[src/rtl/sumador_multipalabra_ctrl_pkg.sv]
// Shared definitions for the multi-word add/subtract sequencer.
//   WORD_W  : width of the adder slice reused for each word
//   state_t : controller FSM states
package sumador_multipalabra_ctrl_pkg;

  localparam int unsigned WORD_W = 16;

  typedef enum logic [1:0] {
    IDLE,
    RUN,
    CAP,
    DONE
  } state_t;

endpackage

[src/rtl/sumador_multipalabra_ctrl_slice.sv]
// Registered 16-bit adder slice: {cout, sum} <= a + b + cin on each rising edge.
// Ports:
//   clk, rst     : clock, asynchronous active-high reset
//   a, b, cin    : word operands and carry in
//   sum, cout    : registered sum and carry out
module sumador_sincrono_16bits (
  input  logic        clk,
  input  logic        rst,
  input  logic [15:0] a,
  input  logic [15:0] b,
  input  logic        cin,
  output logic [15:0] sum,
  output logic        cout
);

  always_ff @(posedge clk or posedge rst) begin
    if (rst) begin
      sum  <= '0;
      cout <= 1'b0;
    end else begin
      {cout, sum} <= {1'b0, a} + {1'b0, b} + {16'b0, cin};
    end
  end

endmodule

[src/rtl/sumador_multipalabra_ctrl.sv]
// Multi-word add/subtract sequencer. Drives one registered 16-bit adder slice
// one word per cycle, chaining the slice's registered carry between words.
// Ports:
//   clk, rst                  : clock, asynchronous active-high reset
//   in_valid/in_ready         : operand handshake (ready only in IDLE)
//   op_a, op_b, sub           : W-bit operands; sub=1 computes A-B
//   out_valid/out_ready       : result handshake (valid only in DONE)
//   result, carry_out, zero   : sum/difference mod 2^W, top carry, result==0
module sumador_multipalabra_ctrl
  import sumador_multipalabra_ctrl_pkg::*;
#(
  parameter  int unsigned NWORDS = 4,
  localparam int unsigned W      = WORD_W * NWORDS
) (
  input  logic         clk,
  input  logic         rst,
  input  logic         in_valid,
  output logic         in_ready,
  input  logic [W-1:0] op_a,
  input  logic [W-1:0] op_b,
  input  logic         sub,
  output logic         out_valid,
  input  logic         out_ready,
  output logic [W-1:0] result,
  output logic         carry_out,
  output logic         zero
);

  localparam int unsigned    K_W    = $clog2(NWORDS);
  localparam logic [K_W-1:0] K_LAST = K_W'(NWORDS - 1);

  state_t              state_q, state_d;
  logic [K_W-1:0]      k_q;
  logic [W-1:0]        a_q, b_q, result_q, result_shift;
  logic                sub_q, carry_q, zero_q;
  logic [WORD_W-1:0]   slice_sum;
  logic                slice_cin, slice_cout;

  // Operands are shifted right one word per RUN cycle, so the slice always
  // sees the current word in the low bits; result words are shifted in from
  // the top, leaving word 0 at the bottom after NWORDS captures.
  assign result_shift = {slice_sum, result_q[W-1:WORD_W]};

  sumador_sincrono_16bits u_slice (
    .clk  (clk),
    .rst  (rst),
    .a    (a_q[WORD_W-1:0]),
    .b    (b_q[WORD_W-1:0]),
    .cin  (slice_cin),
    .sum  (slice_sum),
    .cout (slice_cout)
  );

  always_ff @(posedge clk or posedge rst) begin
    if (rst) state_q <= IDLE;
    else     state_q <= state_d;
  end

  always_comb begin
    state_d   = state_q;
    in_ready  = 1'b0;
    out_valid = 1'b0;
    // Word 0 never uses the slice's stale carry, so earlier operations cannot leak in.
    slice_cin = (k_q == '0) ? sub_q : slice_cout;
    case (state_q)
      IDLE: begin
        in_ready = 1'b1;
        if (in_valid) state_d = RUN;
      end
      RUN: begin
        if (k_q == K_LAST) state_d = CAP;
      end
      CAP: begin
        state_d = DONE;
      end
      DONE: begin
        out_valid = 1'b1;
        if (out_ready) state_d = IDLE;
      end
      default: state_d = IDLE;
    endcase
  end

  always_ff @(posedge clk or posedge rst) begin
    if (rst) begin
      a_q      <= '0;
      b_q      <= '0;
      sub_q    <= 1'b0;
      k_q      <= '0;
      result_q <= '0;
      carry_q  <= 1'b0;
      zero_q   <= 1'b0;
    end else begin
      case (state_q)
        IDLE: begin
          if (in_valid) begin
            a_q   <= op_a;
            b_q   <= sub ? ~op_b : op_b;
            sub_q <= sub;
            k_q   <= '0;
          end
        end
        RUN: begin
          a_q <= a_q >> WORD_W;
          b_q <= b_q >> WORD_W;
          if (k_q != K_LAST) k_q <= k_q + K_W'(1);
          if (k_q != '0) result_q <= result_shift;
        end
        CAP: begin
          result_q <= result_shift;
          carry_q  <= slice_cout;
          zero_q   <= (result_shift == '0);
        end
        default: ;
      endcase
    end
  end

  assign result    = result_q;
  assign carry_out = carry_q;
  assign zero      = zero_q;

endmodule

[config.mk]
export PLATFORM = sky130hd
export DESIGN_NAME = sumador_multipalabra_ctrl
export DESIGN_NICKNAME = d
export VERILOG_FILES = /design/src/rtl/sumador_multipalabra_ctrl_pkg.sv /design/src/rtl/sumador_multipalabra_ctrl_slice.sv /design/src/rtl/sumador_multipalabra_ctrl.sv
export SDC_FILE = /design/constraint.sdc
export NUM_CORES = 1
export LEC_CHECK = 0
export ABC_AREA = 1
export CAP_MARGIN = 30
export CORE_MARGIN = 2
export CORE_UTILIZATION = 57
export CTS_CLUSTER_SIZE = 10
export DETAILED_ROUTE_END_ITERATION = 8
export PLACE_DENSITY = 0.9
export SLEW_MARGIN = 20
export SYNTH_ARGS = -nofsm -noshare
export SYNTH_HDL_FRONTEND = slang
export SYNTH_SLANG_ARGS = --single-unit
[constraint.sdc]
create_clock -name clk -period 18.92 [get_ports clk]
set_input_delay 1.892 -clock clk [delete_from_list [all_inputs] [get_ports clk]]
set_output_delay 1.892 -clock clk [all_outputs]
set_load 0.02 [all_outputs]
# Yosys cells after proc, flatten, opt, wreduce, memory -nomap -nowiden
# Cells that the tools add are included.
dict set report totals {
  ff_bits 216
  inputBits 133
  out_inout_bits 68
  elab_cells 52
}
dict set report classes {
  add_sub_neg 3
  n_eq_ne 10
  n_mux 17
  bitwise_logic 1
  reduce_logical 11
}
# operator n
set ops {}
lappend ops {{64-bit case mux with 2 select lines} 3}
lappend ops {{64-bit two-way mux} 4}
lappend ops {{64-bit zero test} 1}
lappend ops {{64-bit inverter} 1}
lappend ops {{16-bit by 16-bit adder with 17-bit output} 1}
lappend ops {{17-bit by 1-bit adder with 17-bit output} 1}
lappend ops {{2-bit != test (second input constant)} 6}
lappend ops {{2-bit two-way mux} 5}
lappend ops {{2-bit case mux with 4 select lines} 1}
lappend ops {{2-bit equality test (second input constant)} 3}
lappend ops {{2-bit AND reduction} 3}
lappend ops {{3-bit AND reduction} 2}
lappend ops {{2-bit nonzero test} 3}
lappend ops {{2-bit zero test} 2}
lappend ops {{2-bit case mux with 2 select lines} 1}
lappend ops {{1-bit two-way mux} 3}
lappend ops {{2-bit by 1-bit adder with 2-bit output (second input constant)} 1}
lappend ops {{2-bit by 1-bit equality test with 1-bit output (second input constant)} 1}

# Longest topological paths before layout
# Gate-level depths: netlist of the first run.
dict set report depth {
  ltp_word 4
  mapped_depth 14
  depth_no_buf 14
}

# Hierarchy
# Synthesis of the first run repeated with hierarchy kept, for this count alone.
dict set report unflattened {
  hier_cells 1273
  hier_area_um2 10553.9
}
# mod n_inst cells_each area_each_um2 seq_area_each_um2
set modules_own_cells {}
lappend modules_own_cells {sumador_multipalabra_ctrl 1 1068 9123.8 4979.8}
lappend modules_own_cells {sumador_sincrono_16bits 1 205 1430.1 425.4}

# Least setup slack after synthesis of the first run
# Ideal clock, no wire load.
dict set report synth_path {
  kind {input port to flip-flop}
  from {in in_valid}
  to {reg b_q[48]}
  setup_ps 129
  arrival_time_ps 2692
  required_ps 18791
  slack_ps 16099
  cell_stages 5
  path_buffers 1
  cell_sequence {nand2_1 clkinv_1 nand2_1 buf_2 o22ai_1}
}
dict set report synth_between {
  elab_chain_len 2
}
# element line_no
set synth_lines {}
lappend synth_lines {{from (decl)} sumador_multipalabra_ctrl.sv:17} ;# input logic in_valid,
lappend synth_lines {{2-bit != test (no source line)} --}
lappend synth_lines {{2-bit AND reduction (no source line)} --}
lappend synth_lines {{to (signal assigned)} sumador_multipalabra_ctrl.sv:98} ;# b_q <= sub ? ~op_b : op_b;
lappend synth_lines {{to (signal assigned)} sumador_multipalabra_ctrl.sv:105} ;# b_q <= b_q >> WORD_W;
lappend synth_lines {{to (decl)} sumador_multipalabra_ctrl.sv:34} ;# logic [W-1:0] a_q, b_q, result_q, result_shift;
# Every way passes these cells.
# A chain may end at the register's enable or synchronous reset.

# Final worst setup path of the first run
dict set report layout_path {
  from {in in_valid}
  to {reg a_q[37]}
}
dict set report layout_between {
  elab_chain_len 2
}
# element line_no
set layout_lines {}
lappend layout_lines {{2-bit != test (no source line)} --}
lappend layout_lines {{2-bit AND reduction (no source line)} --}
lappend layout_lines {{to (signal assigned)} sumador_multipalabra_ctrl.sv:97} ;# a_q <= op_a;
lappend layout_lines {{to (signal assigned)} sumador_multipalabra_ctrl.sv:104} ;# a_q <= a_q >> WORD_W;
lappend layout_lines {{to (decl)} sumador_multipalabra_ctrl.sv:34}
# Every way passes these cells.

==> results of run 1 <==
[flip-flops by register name, indices dropped and copies added, names as in the netlist, 2 cells and up]
register	count
b_q	64
a_q	64
u_slice.sum	16
state_q	2
k_q	2
result	64
[power by group]
group | switching [uW] | internal [uW] | total (uW) | leakage (uW)
logic | 814 | 493 | 1310 | 0.00340
clock network | 172 | 237 | 410 | 0.000322
registers | 141 | 706 | 847 | 0.00255
[layout make-up]
cell class                      count  area [sq um]  area share (%)
Multi-Input combinational cell    820          4230            31.7
Clock inverter                      1          8.76          0.0656
Sequential cell                   216          5410            40.5
Inverter                          149           569            4.27
Tap cell                          229           287            2.15
Timing Repair Buffer              211          2190            16.4
Clock buffer                       28           647            4.85
[stage by stage]
step / instance area (sq um) / hold slack (ps) / total power, uW
2_1_floorplan: 10500 / 442 / 1720
3_3_place_gp: 12500 / 453 / 2050
3_5_place_dp: 12600 / 460 / 2120
4_1_cts: 13200 / 474 / 2550
5_1_grt: 13300 / 490 / 2770
6_report: 13300 / 478 / 2560
[layout by cell type, fill, tap and decap left out, types with 3 or more instances in the layout]
cell type	count
clkbuf_16	25
nand3_1	34
xnor2_1	16
a31oi_1	46
buf_4	6
nor3_1	5
nand2_1	272
buf_16	5
xor2_1	55
dfrtp_1	216
nand4_1	4
mux2_2	7
o22ai_1	17
inv_1	145
o211ai_1	3
nor2_1	128
o21ai_0	97
a21oi_1	106
ha_1	20
clkdlybuf4s50_1	199
[worst paths after layout]
| kind | startpoint | to | slack, ps |
|---|---|---|---|
| max reg2reg | state_q[1] | a_q[37] | 15350 |
| max | in_valid | a_q[37] | 14950 |
| min reg2reg | a_q[61] | a_q[61] | 480 |
| min in group asynchronous | rst | sub_q | 1730 |
| max in group asynchronous | rst | a_q[36] | 16230 |
| min | a_q[61] | a_q[61] | 480 |
[cell families (layout without fill, tap and decap cells)]
family / after synthesis / in the layout / synth area share, %
flops: 216 / 216 / 51.4
xor+xnor: 71 / 71 / 5.92
buf+inv: 218 / 389 / 8.45
compound gates: 273 / 273 / 14.0
mux: 8 / 8 / 0.845
fa+ha+maj: 23 / 23 / 2.88
simple gates: 445 / 445 / 16.5
[routing by layer]
layer,vias up,routed length [um]
met5,-,0
li1,4337,-
met2,376,13200
met1,4222,10400
met4,0,1020
met3,72,1740
[worst max-delay path, cell delays in order]
cell,delay (ps)
clkdlybuf4s50_1,470
nand2_1,130
o21ai_4,90
buf_4,640
buf_4,780
nor2_1,130
a31oi_1,210
==> impl_metrics.ini, run 1 <==
[sta]
drv_slew = 0
rsz0062_at_grt = false
fin_ws_ps = 14950
clock_skew_ps = 12.9
post-route-min-period_ps = 3970
timing.setup.tns_ps = 0
fmax_mhz = 252
relSlewSlack_pct = 45.1
hold_violations = 0
setup_viol = 0
min_period_over_period_pct = 21.0
worstMarginPinSlew_ps = 822

[grt]
antenna_found_initial = 0
grt_pass1_wl_mm = 42.5
use_met1_pct = 34.4
grt_pass1_vias = 8714
use_met3_pct = 3.82
grt_use_met2_pct = 45.9
grt-busiest-layer = met2
grt_max_degree = 136
grt_overflow_total = 0
grt_util_all_layers_pct = 26.7

[floorplanning]
core_area_sq_mm = 0.0180
dieArea_sq_mm = 0.0195
start_util_pct = 58.3
die_w_um = 140
pin_count = 201
die_y_um = 140
num_rows = 49

[logic_synthesis]
yosys-top-cells-area = dfrtp_1 51%, nand2_1 9.7%, inv_1 5.2%, a21oi_1 5.0%, o21ai_0 4.6%
synth.avg_cell_area_sq_um = 8.38
yosysTopAreaCell = dfrtp_1
synth_cells = 1254
synth_seq_cells = 216
synth_flop_cell = dfrtp_1
seq_area_frac_synth_pct = 51.4
async_flop_share_pct = 100
synth-edff-count = 0
yosys.cell_count.top_type = nand2_1
yosys_warnings = 0
ys_types = 30
post-synth-top-area-fraction_pct = 51.4
syn_area_sq_mm = 0.0105
synth_common_cells = 272 x nand2_1, 216 x dfrtp_1, 146 x inv_1
syn-num-nets = 1410

[clock_tree]
postCtsHoldBufs = 0
insertion_delay_ps = 510
root_buffer = clkbuf_16
clock-sinks = 216
cts.repair.resized = 0
cts_tree = yes
htreeDepth = 1
post_cts_buffers = 0
cts_buffers = 25
clk_path_buf_depth = 3
clk_pin_slew_worst_paths_ps = 50

[min_path]
hp-class = flop to flop
hold_depth = 2

[critical_path]
crit_type = input port to flop
crit_required_ps = 19340
end_kind = flop
crit_arrival_ps = 4390
cp_max_fo = 92
reg2regPathDepth = 8
startpoint_type = input port

[routing]
dr.first_iter.drc_count = 696
wl_mm = 26.3
via_count = 9007
antenna_left = 0
wl_per_cell_um = 15.9
drt_first_pass_iters = 5
via_per_inst = 5.45
drc = 0

[pwr]
ir_worst_vdd_mv = 0.136
p_leak_uw = 0.00627
powerDensity_mw_per_mm2 = 192

[cells_and_area]
nets = 1579
final_util_pct = 74.0
fill_cells = 1240
antenna_cells_inserted = 0
syn2layout_area_growth_pct = 26.9
drive_gt1_share_pct = 3.72
fin_cells = 1654

[status]
status = finished, final reports clean

[placement]
dpl.cell_count = 1620
post-dp-hpwl_mm = 18.1
portBuffers = 200
gp_congestion = 0.852
pre_cts_ws_ps = 14500

[run]
maxCapViolCount = 0
(Power assumes the default switching activity.)
==> run 2, diff against run 1 <==
- CORE_UTILIZATION: 57 -> 47
- PLACE_DENSITY: 0.9 -> 0.8
- clock period: 18.92 -> 3.55 ns (I/O delays scaled with it)
==> run 2 against run 1 <==
Compared with the run above: register-to-register slack lost 14000 ps; largest cell class unchanged; highest routed layer is now met5; clock power increased to 5.3 times the previous value; critical path type is now flop to flop; largest power group unchanged; critical path depth stayed put; utilization shrank 13 points.
==> impl_metrics.ini, run 2 (synthesized netlist as in run 1, its figures left out) <==
[sta]
min_period_over_period_pct = 68.3
setup_viol = 0
timing.setup.tns_ps = 0
clock_skew_ps = 29.3
whs_ps = 70.3
relSlewSlack_pct = 41.8
rsz0062_at_grt = false
drv_slew = 0
worstMarginPinSlew_ps = 874
hold_violations = 0
post-route-min-period_ps = 2430
fmax_mhz = 412
fin_ws_ps = 1120

[clock_tree]
cts.repair.resized = 0
cts_buffers = 25
clock-sinks = 216
postCtsHoldBufs = 0
clk_pin_slew_worst_paths_ps = 60
insertion_delay_ps = 530
post_cts_buffers = 0
clk_path_buf_depth = 3
root_buffer = clkbuf_16
htreeDepth = 1
cts_tree = yes

[status]
status = finished, final reports clean

[grt]
grt_overflow_total = 0
grt_pass1_wl_mm = 40.5
grt_util_all_layers_pct = 20.8
antenna_found_initial = 2
grt_pass1_vias = 8155
grt_max_degree = 166

[placement]
pre_cts_ws_ps = 788
portBuffers = 200
gp_congestion = 0.838
post-dp-hpwl_mm = 17.7

[routing]
via_per_inst = 5.13
via_count = 8740
wl_per_cell_um = 14.6
dr.first_iter.drc_count = 549
drt_first_pass_iters = 5
antenna_left = 0
wl_mm = 24.9
drc = 0

[pwr]
total_power_uw = 13600
ir_worst_vdd_mv = 0.605
powerDensity_mw_per_mm2 = 1010
p_leak_uw = 0.00625

[floorplanning]
num_rows = 54
die_y_um = 154
start_util_pct = 48.0
core_area_sq_mm = 0.0219
pin_count = 201
die_w_um = 154
dieArea_sq_mm = 0.0236

[cells_and_area]
final_cell_mix = 272 x nand2_1, 216 x dfrtp_1, 199 x clkdlybuf4s50_1, 145 x inv_1, 128 x nor2_1
drive_gt1_share_pct = 3.72
antenna_cells_inserted = 0
final_util_pct = 61.1
nets = 1579
syn2layout_area_growth_pct = 27.3
final_common_cell = nand2_1

[critical_path]
crit_arrival_ps = 2810
crit_type = flop to flop
reg2reg_slack_ps = 1120
startpoint_type = flop
crit_required_ps = 3940
cp_max_fo = 121
end_kind = flop

[min_path]
hp-class = input port to asynchronous set/reset pin

[run]
maxCapViolCount = 0
[run 2: through the flow]
stage | instances | cell area (sq um)
6_report | 1705 | 13400
2_1_floorplan | 1254 | 10500
3_3_place_gp | 1674 | 12700
5_1_grt | 1705 | 13400
3_5_place_dp | 1674 | 12700
4_1_cts | 1703 | 13300
[run 2: final timing paths]
| check | start | depth (start not counted) | end |
|---|---|---|---|
| max | state_q[1] | 7 | result[43] |
| min | rst | 2 | b_q[8] |
| max reg2reg | state_q[1] | 7 | result[43] |
| min reg2reg | a_q[50] | 2 | a_q[50] |
| max in group asynchronous | rst | 3 | result[31] |
| min in group clk | op_a[53] | 3 | a_q[53] |
[run 2: routing by layer]
layer	vias up	GRT usage, %	part of all wire (%)
met5	-	0	0.052
met2	315	33.6	46
li1	4340	-	-
met3	37	3.80	7.0
met4	2	4.59	1.9
met1	4046	29.5	45
[run 2: critical path, cell delays in order (launching register included)]
cell	delay, ps
dfrtp_1	410
inv_1	110
ha_2	220
buf_4	470
nand2_1	190
o21ai_4	100
buf_12	380
mux2_2	390
[run 2: layout make-up]
cell class              count  area, sq um
repair buffers            211         2160
clock inverters             1         20.0
flip-flops and latches    216         5410
well taps                 280          350
inverters                 149          566
clock buffers              28          647
multi-input cells         820         4230
fillers                  1905         8510
[run 2: report_power, final]
group          switching, uW  leakage (uW)  internal (uW)
clock network            916      0.000327           1270
logic                   4240       0.00338           2630
registers                733       0.00255           3760
